File: config.mk
export PLATFORM = sky130hd
export DESIGN_NAME = fetch_stage
export DESIGN_NICKNAME = d
export VERILOG_FILES = /design/src/rtl/fetch_pkg.sv /design/src/rtl/fetch_stage_if_id_reg.sv /design/src/rtl/fetch_stage.sv
export SDC_FILE = /design/constraint.sdc
export NUM_CORES = 1
export LEC_CHECK = 0
export ABC_AREA = 1
export CAP_MARGIN = 20
export CORE_MARGIN = 2
export CORE_UTILIZATION = 35
export CTS_CLUSTER_SIZE = 8
export DETAILED_ROUTE_END_ITERATION = 16
export PLACE_DENSITY_LB_ADDON = 0.25
export SYNTH_ARGS = -nofsm -noshare
export SYNTH_HDL_FRONTEND = slang
export SYNTH_SLANG_ARGS = --single-unit
File: constraint.sdc
create_clock -name clk -period 3.8 [get_ports clk]
set_input_delay 0.57 -clock clk [delete_from_list [all_inputs] [get_ports clk]]
set_output_delay 0.57 -clock clk [all_outputs]
set_load 0.05 [all_outputs]
File: src/rtl/fetch_pkg.sv
// Shared types and constants for the IF stage and IF/ID register.
package fetch_pkg;

    typedef enum logic [1:0] {
        ISSUE = 2'd0,
        WAIT  = 2'd1,
        DROP  = 2'd2
    } fetch_state_t;

    localparam logic [31:0] NOP_INSTR    = 32'h0000_0013;
    localparam int unsigned DROP_TIMEOUT = 16;
    localparam int unsigned DROP_CNT_W   = $clog2(DROP_TIMEOUT);

endpackage

File: src/rtl/fetch_stage_if_id_reg.sv
// IF/ID pipeline register: reset/flush bubble, stall hold, then hold buffer
// ahead of a live memory response, otherwise a bubble.
module if_id_reg
    import fetch_pkg::*;
#(
    parameter int unsigned XLEN = 32
) (
    input  logic            clk,
    input  logic            rst,
    input  logic            flush,
    input  logic            stall,
    input  logic            hold_valid,
    input  logic [31:0]     hold_instr,
    input  logic [XLEN-1:0] hold_pc,
    input  logic            rsp_live,
    input  logic [31:0]     rsp_instr,
    input  logic [XLEN-1:0] rsp_pc,
    output logic [31:0]     instr,
    output logic [XLEN-1:0] pc,
    output logic [XLEN-1:0] pc_plus4,
    output logic            valid
);

    logic            src_valid;
    logic [31:0]     src_instr;
    logic [XLEN-1:0] src_pc;

    // The hold buffer is older than any live response, so it goes first.
    always_comb begin
        src_valid = hold_valid || rsp_live;
        src_instr = rsp_instr;
        src_pc    = rsp_pc;
        if (hold_valid) begin
            src_instr = hold_instr;
            src_pc    = hold_pc;
        end
    end

    always_ff @(posedge clk) begin
        if (rst || flush) begin
            instr    <= NOP_INSTR;
            pc       <= '0;
            pc_plus4 <= '0;
            valid    <= 1'b0;
        end else if (!stall) begin
            if (src_valid) begin
                instr    <= src_instr;
                pc       <= src_pc;
                pc_plus4 <= src_pc + XLEN'(4);
                valid    <= 1'b1;
            end else begin
                instr    <= NOP_INSTR;
                pc       <= '0;
                pc_plus4 <= '0;
                valid    <= 1'b0;
            end
        end
    end

endmodule

File: src/rtl/fetch_stage.sv
// IF stage: PC, single-outstanding imem request FSM, stale-response drop and
// one-entry hold buffer. FETCH_PERF_EN adds bubble/drop performance counters.
module fetch_stage
    import fetch_pkg::*;
#(
    parameter int unsigned    XLEN     = 32,
    parameter logic [XLEN-1:0] RESET_PC = '0
) (
    input  logic            clk,
    input  logic            rst,
    input  logic            stallF,
    input  logic            stallD,
    input  logic            flushD,
    input  logic            pcsrcE,
    input  logic [XLEN-1:0] pcTargetE,
    output logic            imem_req_valid,
    input  logic            imem_req_ready,
    output logic [XLEN-1:0] imem_req_addr,
    input  logic            imem_rsp_valid,
    input  logic [31:0]     imem_rsp_data,
    output logic [31:0]     instrD,
    output logic [XLEN-1:0] pcD,
    output logic [XLEN-1:0] pcPlus4D,
`ifdef FETCH_PERF_EN
    output logic [31:0]     perfBubbleCnt,
    output logic [31:0]     perfDropCnt,
`endif
    output logic            validD
);

    fetch_state_t          state, state_next;
    logic [XLEN-1:0]       pc_f, pc_next, req_pc, hold_pc;
    logic [31:0]           hold_instr;
    logic                  hold_valid, hold_load;
    logic                  handshake, rsp_eff, rsp_live;
    logic                  drop_pending;
    logic [DROP_CNT_W-1:0] drop_cnt;

    always_comb begin
        imem_req_valid = (state == ISSUE) && !stallF && !hold_valid && !rst;
        imem_req_addr  = pc_f;
        handshake      = imem_req_valid && imem_req_ready;
        // A response owed to a pre-reset request is invisible to the FSM.
        rsp_eff        = imem_rsp_valid && !drop_pending;
        state_next     = state;
        rsp_live       = 1'b0;
        case (state)
            ISSUE: begin
                if (handshake) state_next = pcsrcE ? DROP : WAIT;
            end
            WAIT: begin
                if (rsp_eff) begin
                    state_next = ISSUE;
                    rsp_live   = !pcsrcE;
                end else if (pcsrcE) begin
                    state_next = DROP;
                end
            end
            DROP: begin
                if (rsp_eff) state_next = ISSUE;
            end
            default: state_next = ISSUE;
        endcase
        pc_next   = pcsrcE ? pcTargetE : (handshake ? pc_f + XLEN'(4) : pc_f);
        hold_load = rsp_live && !flushD && (stallD || hold_valid);
    end

    always_ff @(posedge clk) begin
        if (rst) state <= ISSUE;
        else     state <= state_next;
    end

    always_ff @(posedge clk) begin
        if (rst) begin
            pc_f   <= RESET_PC;
            req_pc <= RESET_PC;
        end else begin
            pc_f <= pc_next;
            if (handshake) req_pc <= pc_f;
        end
    end

    always_ff @(posedge clk) begin
        if (rst || flushD) begin
            hold_valid <= 1'b0;
            hold_instr <= NOP_INSTR;
            hold_pc    <= '0;
        end else if (hold_load) begin
            hold_valid <= 1'b1;
            hold_instr <= imem_rsp_data;
            hold_pc    <= req_pc;
        end else if (hold_valid && !stallD) begin
            hold_valid <= 1'b0;
        end
    end

    // Armed only when reset cuts off a request whose response is still owed.
    always_ff @(posedge clk) begin
        if (rst) begin
            drop_cnt <= '0;
            if (imem_rsp_valid)      drop_pending <= 1'b0;
            else if (state != ISSUE) drop_pending <= 1'b1;
        end else if (drop_pending) begin
            if (imem_rsp_valid || drop_cnt == DROP_CNT_W'(DROP_TIMEOUT - 1)) begin
                drop_pending <= 1'b0;
            end else begin
                drop_cnt <= drop_cnt + DROP_CNT_W'(1);
            end
        end
    end

    if_id_reg #(.XLEN(XLEN)) u_if_id (
        .clk        (clk),
        .rst        (rst),
        .flush      (flushD),
        .stall      (stallD),
        .hold_valid (hold_valid),
        .hold_instr (hold_instr),
        .hold_pc    (hold_pc),
        .rsp_live   (rsp_live),
        .rsp_instr  (imem_rsp_data),
        .rsp_pc     (req_pc),
        .instr      (instrD),
        .pc         (pcD),
        .pc_plus4   (pcPlus4D),
        .valid      (validD)
    );

`ifdef FETCH_PERF_EN
    logic drop_evt, bubble_evt;

    always_comb begin
        drop_evt   = imem_rsp_valid &&
                     (drop_pending || state == DROP || (state == WAIT && pcsrcE));
        bubble_evt = !stallD && (flushD || !(hold_valid || rsp_live));
    end

    always_ff @(posedge clk) begin
        if (rst) begin
            perfBubbleCnt <= '0;
            perfDropCnt   <= '0;
        end else begin
            if (bubble_evt) perfBubbleCnt <= perfBubbleCnt + 32'd1;
            if (drop_evt)   perfDropCnt   <= perfDropCnt + 32'd1;
        end
    end
`endif

endmodule
After elaboration in Yosys (flattened, before gate mapping)
Cells that the tools add are included.

cells by class
  $add $sub $neg = 3
  eq/ne operators = 7
  mux-type cells = 23
  bitwise logic cells = 1
  reduce and logical (&&, ||, !) cells = 25

operator list
  operator               count
  $mux 32                7
  $add 32x3->32 const B  2
  $mux 1                 10
  $mux 2                 5
  $logic_and 1x1->1      8
  $logic_not 1->1        7
  $pmux 2 s3             1
  $reduce_bool 2->1      3
  $add 4x1->4 const B    1
  $eq 4x4->1 const B     1
  $logic_or 1x1->1       4
  $ne 2x2->1 const B     2
  $ne 3x1->1 const B     1
  $ne 3x3->1 const B     1
  $reduce_and 3->1       1
  $eq 2x1->1 const B     1
  $eq 2x2->1 const B     1
  $logic_not 2->1        1
  $reduce_and 2->1       1
  $not 1->1              1

word-level totals
  register bits = 233
  input port bits = 72
  output and inout bits = 130

Depth between registers and ports, before layout
  word-level depth = 7
  depth in mapped cells = 15

Cells and area by module
Synthesis repeated with hierarchy kept, for this count alone.

unflattened totals
  cell total of the unflattened synthesis = 1,627
  area, all modules = 10,767.8 um2

modules (own cells, without submodules)
  module       times used  cells each  area each (um2)
  fetch_stage  1           826         5,783.0
  if_id_reg    1           801         4,984.8

Worst setup path after synthesis
OpenSTA, ideal clock, no wires.

  kind = reg2reg
  from = register pc_f[2], in the netlist imem_req_addr[2]
  to = register pc_f[20], in the netlist imem_req_addr[20]
  library setup time = 0.115 ns
  arrival = 1.957 ns
  required time = 3.685 ns
  path slack = 1.727 ns
  stages on the path, launching flop included = 11
  path buffers = 0
  cells stage by stage = dfxtp_1 -> ha_1 -> nand2_1 -> nor3_1 -> nand3_1 -> nor2_1 -> nand3_1 -> nand2_1 -> nand2_1 -> o21ai_0 -> inv_1

between the ends
  word-level cells in the longest chain between the ends = 3

ends and longest elaborated chain
  what                    line               text
  from (decl)             fetch_stage.sv:32  logic [XLEN-1:0] pc_f, pc_next, req_pc, hold_pc;
  from (signal assigned)  fetch_stage.sv:78  pc_f <= pc_next;
  $add 32x3->32           fetch_stage.sv:64  pc_next = pcsrcE ? pcTargetE : (handshake ? pc_f + XLEN'(4) : pc_f);
  $mux 32 (2 in a row)    fetch_stage.sv:64

Every way passes these cells. The select of a mux whose other input is x is not followed.
A chain may end at the register's enable or synchronous reset.

Worst setup path after layout
  from = register hold_valid
  to = register u_if_id.pc_plus4[27]

between the ends
  word-level cells in the longest chain between the ends = 3
  elaborated cells between the ends (all ways) = 4
  those cells by class = add/sub: 1; mux: 2; reduce/logical: 1

ends and longest elaborated chain
  what                    line                         text
  from (decl)             fetch_stage.sv:34            logic hold_valid, hold_load;
  from (signal assigned)  fetch_stage.sv:85            hold_valid <= 1'b0;
  from (signal assigned)  fetch_stage.sv:89            hold_valid <= 1'b1;
  from (signal assigned)  fetch_stage.sv:93            hold_valid <= 1'b0;
  $mux 32                 fetch_stage_if_id_reg.sv:33  if (hold_valid) begin
  $add 32x3->32           fetch_stage_if_id_reg.sv:49  pc_plus4 <= src_pc + XLEN'(4);
  $mux 32 (*)             fetch_stage_if_id_reg.sv:46  if (src_valid) begin
  to (signal assigned)    fetch_stage_if_id_reg.sv:49
  to (decl)               fetch_stage_if_id_reg.sv:20  output logic [XLEN-1:0] pc_plus4,

Mark *: on every way between the ends. The rest lies on a longest branch, timed or not.

==> metrics.md <==
| Metric | Value |
|---|---|
| Status | `completed` |
| Post-synthesis compound-gate area fraction | `19.4%` |
| Global-route wire length before repair | `50700 um` |
| Slew Limit Fails | `0` |
| Die Ht | `178 um` |
| Finished Layout Cells | `2126` |
| Htree depth | `2` |
| Final nets | `1806` |
| Core ar. | `0.0298 mm2` |
| Yosys warning count | `0` |
| Post-CTS Setup Inserts | `0` |
| Crit path time final | `2.70 ns` |
| Initial antenna violation count | `1` |
| Worst Reg-to-Reg Cells | `12` |
| Row Count | `63` |
| Critical path required time | `4.19 ns` |
| Power Total | `5.71 mW` |
| Worst Hold Depth | `2` |
| Slew Limit Headroom | `33.0%` |
| Clk_skew | `0.0153 ns` |
| Yosys reg bits | `231` |
| Endpoints failing setup | `0` |
| Wire length on met1 | `15700 um` |
| CTS tree | `done` |
| Vias in the first global route | `9763` |
| IO Pins | `202` |
| Crit Path Category | `reg -> reg` |
| GR Overflow Total | `0` |
| Metal2 WL | `13300 um` |
| Largest fanout on the critical path | `67` |
| Post-synth EDFFs | `1` |
| Reg-to-reg endpoint | `u_if_id.pc_plus4[27]` |
| CTS Hold Bufs | `0` |
| Most frequent cells in the layout | `407 x nand2_1, 229 x dfxtp_1, 199 x clkdlybuf4s50_1` |
| Total number of vias | `10.5k` |
| Synth cell types | `40` |
| Startpoint Class | `register` |
| Post-synthesis mux area share | `0%` |
| Largest family of logic cells by synthesized area | `simple AND/OR/NAND/NOR gates` |
| Hold Path End | `hold_pc[8]` |
| Initial Utilization | `35.7%` |
| Synth-to-Final Area Change | `29.8%` |
| Max Root-Sink Buffers | `3` |
| 1st-iter DRT viols | `832` |
| Hold_sp | `hold_pc[8]` |
| MaxCap Viol Count | `0` |
| Worst Hold Class | `reg -> reg` |
| Residual DRC | `0` |
| Clock transition at path regs | `0.05 ns` |
| Synth async-reset ratio | `0%` |
| Wire length on met3 | `1900 um` |
| Worst Setup SP | `hold_valid` |
| Via density | `4.94` |
| Top sig layer | `met4` |
| Cell count after synthesis | `1566` |
| CTS Buf Count | `34` |
| Die extent in x | `178 um` |
| Setup crit end kind | `register` |
| Die area | `0.0318 mm2` |
| Worst VDD drop | `0.244 mV` |
| Netlist Area Pre-Place | `0.0106 mm2` |
| Commonest non-fill, non-tap cell in the layout | `nand2_1` |
| R2R Path Start | `hold_valid` |
| Routed wire length per instance | `14.9 um` |
| Tcrit/Tclk final | `71.1%` |
| Largest net degree at the start of global routing | `94` |
| Clock Latency Late Sink | `0.50 ns` |
| TNS Setup | `0 ns` |
| Root buf cell | `clkbuf_16` |
| Register-to-Register Setup Slack | `1.10 ns` |
| Synth Area in Simple Gates | `25.4%` |
| Port bufs | `201` |
| CP Data Arrival Time | `3.09 ns` |
| Post-synthesis sequential area ratio | `43.5%` |
| Post-cts sizing count | `0` |
| Power per cell area | `413 mW/mm2` |
| Fraction of layout cells with a size suffix above 1 | `5.48%` |
| Adder-Cell Fraction of Synth Area | `0.352%` |
| Total track usage | `19.7%` |
| First-pass DRT Iterations | `7` |
| Final hold violation count | `0` |
| Most used DFF post-synth | `dfxtp_1` |
| Lkg Pwr | `5.18 nW` |
| RSZ-0062 raised after global routing | `false` |
| Placed Instances | `2085` |
| # clock sinks | `231` |
| Avg Cell Area, Syn | `6.80 um2` |
| Xor and xnor area share after synthesis | `1.07%` |
| Fmax | `0.370 GHz` |
| Worst-Margin Slew | `1.01 ns` |
| Number of nets still failing antenna checks after routing | `0` |
| Detailed Route WL | `31600 um` |
| RD Place Congestion | `0.852` |
| Fill cells | `3085` |
| Net Count, Synth | `1641` |
| DP HPWL | `21900 um` |
[how the worst max path moves through the flow]
stage          slack [ns]  depth (start not counted)                   end
5_1_grt              0.82                         12  u_if_id.pc_plus4[27]
3_5_place_dp         0.63                          8           hold_pc[21]
6_report             1.10                         12  u_if_id.pc_plus4[27]
3_3_place_gp         0.69                          8        hold_instr[24]
4_1_cts              1.11                         12  u_if_id.pc_plus4[27]
2_1_floorplan        1.73                         10     imem_req_addr[20]
[through the flow]
stage	util, %	area (um2)	hold WS (ns)	worst slack [ns]
after detailed placement	43.2	12900	0.437	0.626
after global placement	43.2	12900	0.433	0.694
after global routing	46.4	13800	0.473	0.817
after CTS	46.4	13800	0.444	1.11
after floorplan	-	10600	0.424	1.73
final	46.4	13800	0.443	1.10
[registers in the layout, indices dropped and copies added (netlist names)]
| signal | flops |
|---|---|
| imem_req_addr | 32 |
| u_if_id.pc | 30 |
| req_pc | 32 |
| u_if_id.pc_plus4 | 32 |
| hold_valid | 1 |
| u_if_id.valid | 1 |
| drop_pending | 1 |
| state | 2 |
| u_if_id.instr | 32 |
| hold_instr | 32 |
| hold_pc | 32 |
| drop_cnt | 4 |
[synthesized netlist by cell type, types with 12 or more instances]
library cell | n | share of area [%]
nand2_1 | 407 | 14
inv_1 | 168 | 5.9
nand3_1 | 57 | 2.7
a31oi_1 | 16 | 0.94
nand4_1 | 18 | 1.1
clkbuf_1 | 50 | 1.8
nor2_1 | 130 | 4.6
xor2_1 | 12 | 0.99
buf_2 | 20 | 0.94
nor3_1 | 15 | 0.70
dfxtp_1 | 230 | 43
o21ai_0 | 172 | 8.1
o21ai_1 | 13 | 0.61
a21oi_1 | 180 | 8.5
[cells by family after synthesis]
group	count (synthesis)
AOI/OAI and AO/OA	399
xor gates and xnor gates	13
adders and majority gates	3
buffers and inverters	264
DFF	231
and+or+nand+nor	656
[power breakdown]
group          switching (mW)  total (mW)  internal (mW)
Clock                    1.01        2.72           1.70
Sequential             0.0517        2.53           2.47
Combinational           0.299       0.471          0.172
Total                    1.36        5.71           4.35
[critical path, stage by stage (launching register included)]
cell     delay [ns]
dfxtp_4        0.70
buf_4          0.57
nand2_1        0.09
o21ai_1        0.17
nand3_1        0.16
inv_2          0.13
nand3_1        0.13
nor2_1         0.30
nand2_1        0.09
nand2_1        0.06
nand3_1        0.06
nand2_1        0.06
inv_1          0.04
[cell type report]
class,count,area [um2],share of cell area (%)
Clock buffer,40,937,6.78
Antenna cell,1,2.50,0.0181
Timing Repair Buffer,215,2150,15.5
Inverter,178,673,4.87
Sequential cell,231,4640,33.6
Tap cell,390,488,3.53
Multi-Input combinational cell,1071,4940,35.7
[per-layer routing]
metal,up-vias,track usage [%]
met5,-,0
met4,0,5.72
met3,45,3.32
met2,317,29.8
met1,4787,28.5
li1,5359,-
(Power assumes the default switching activity.)
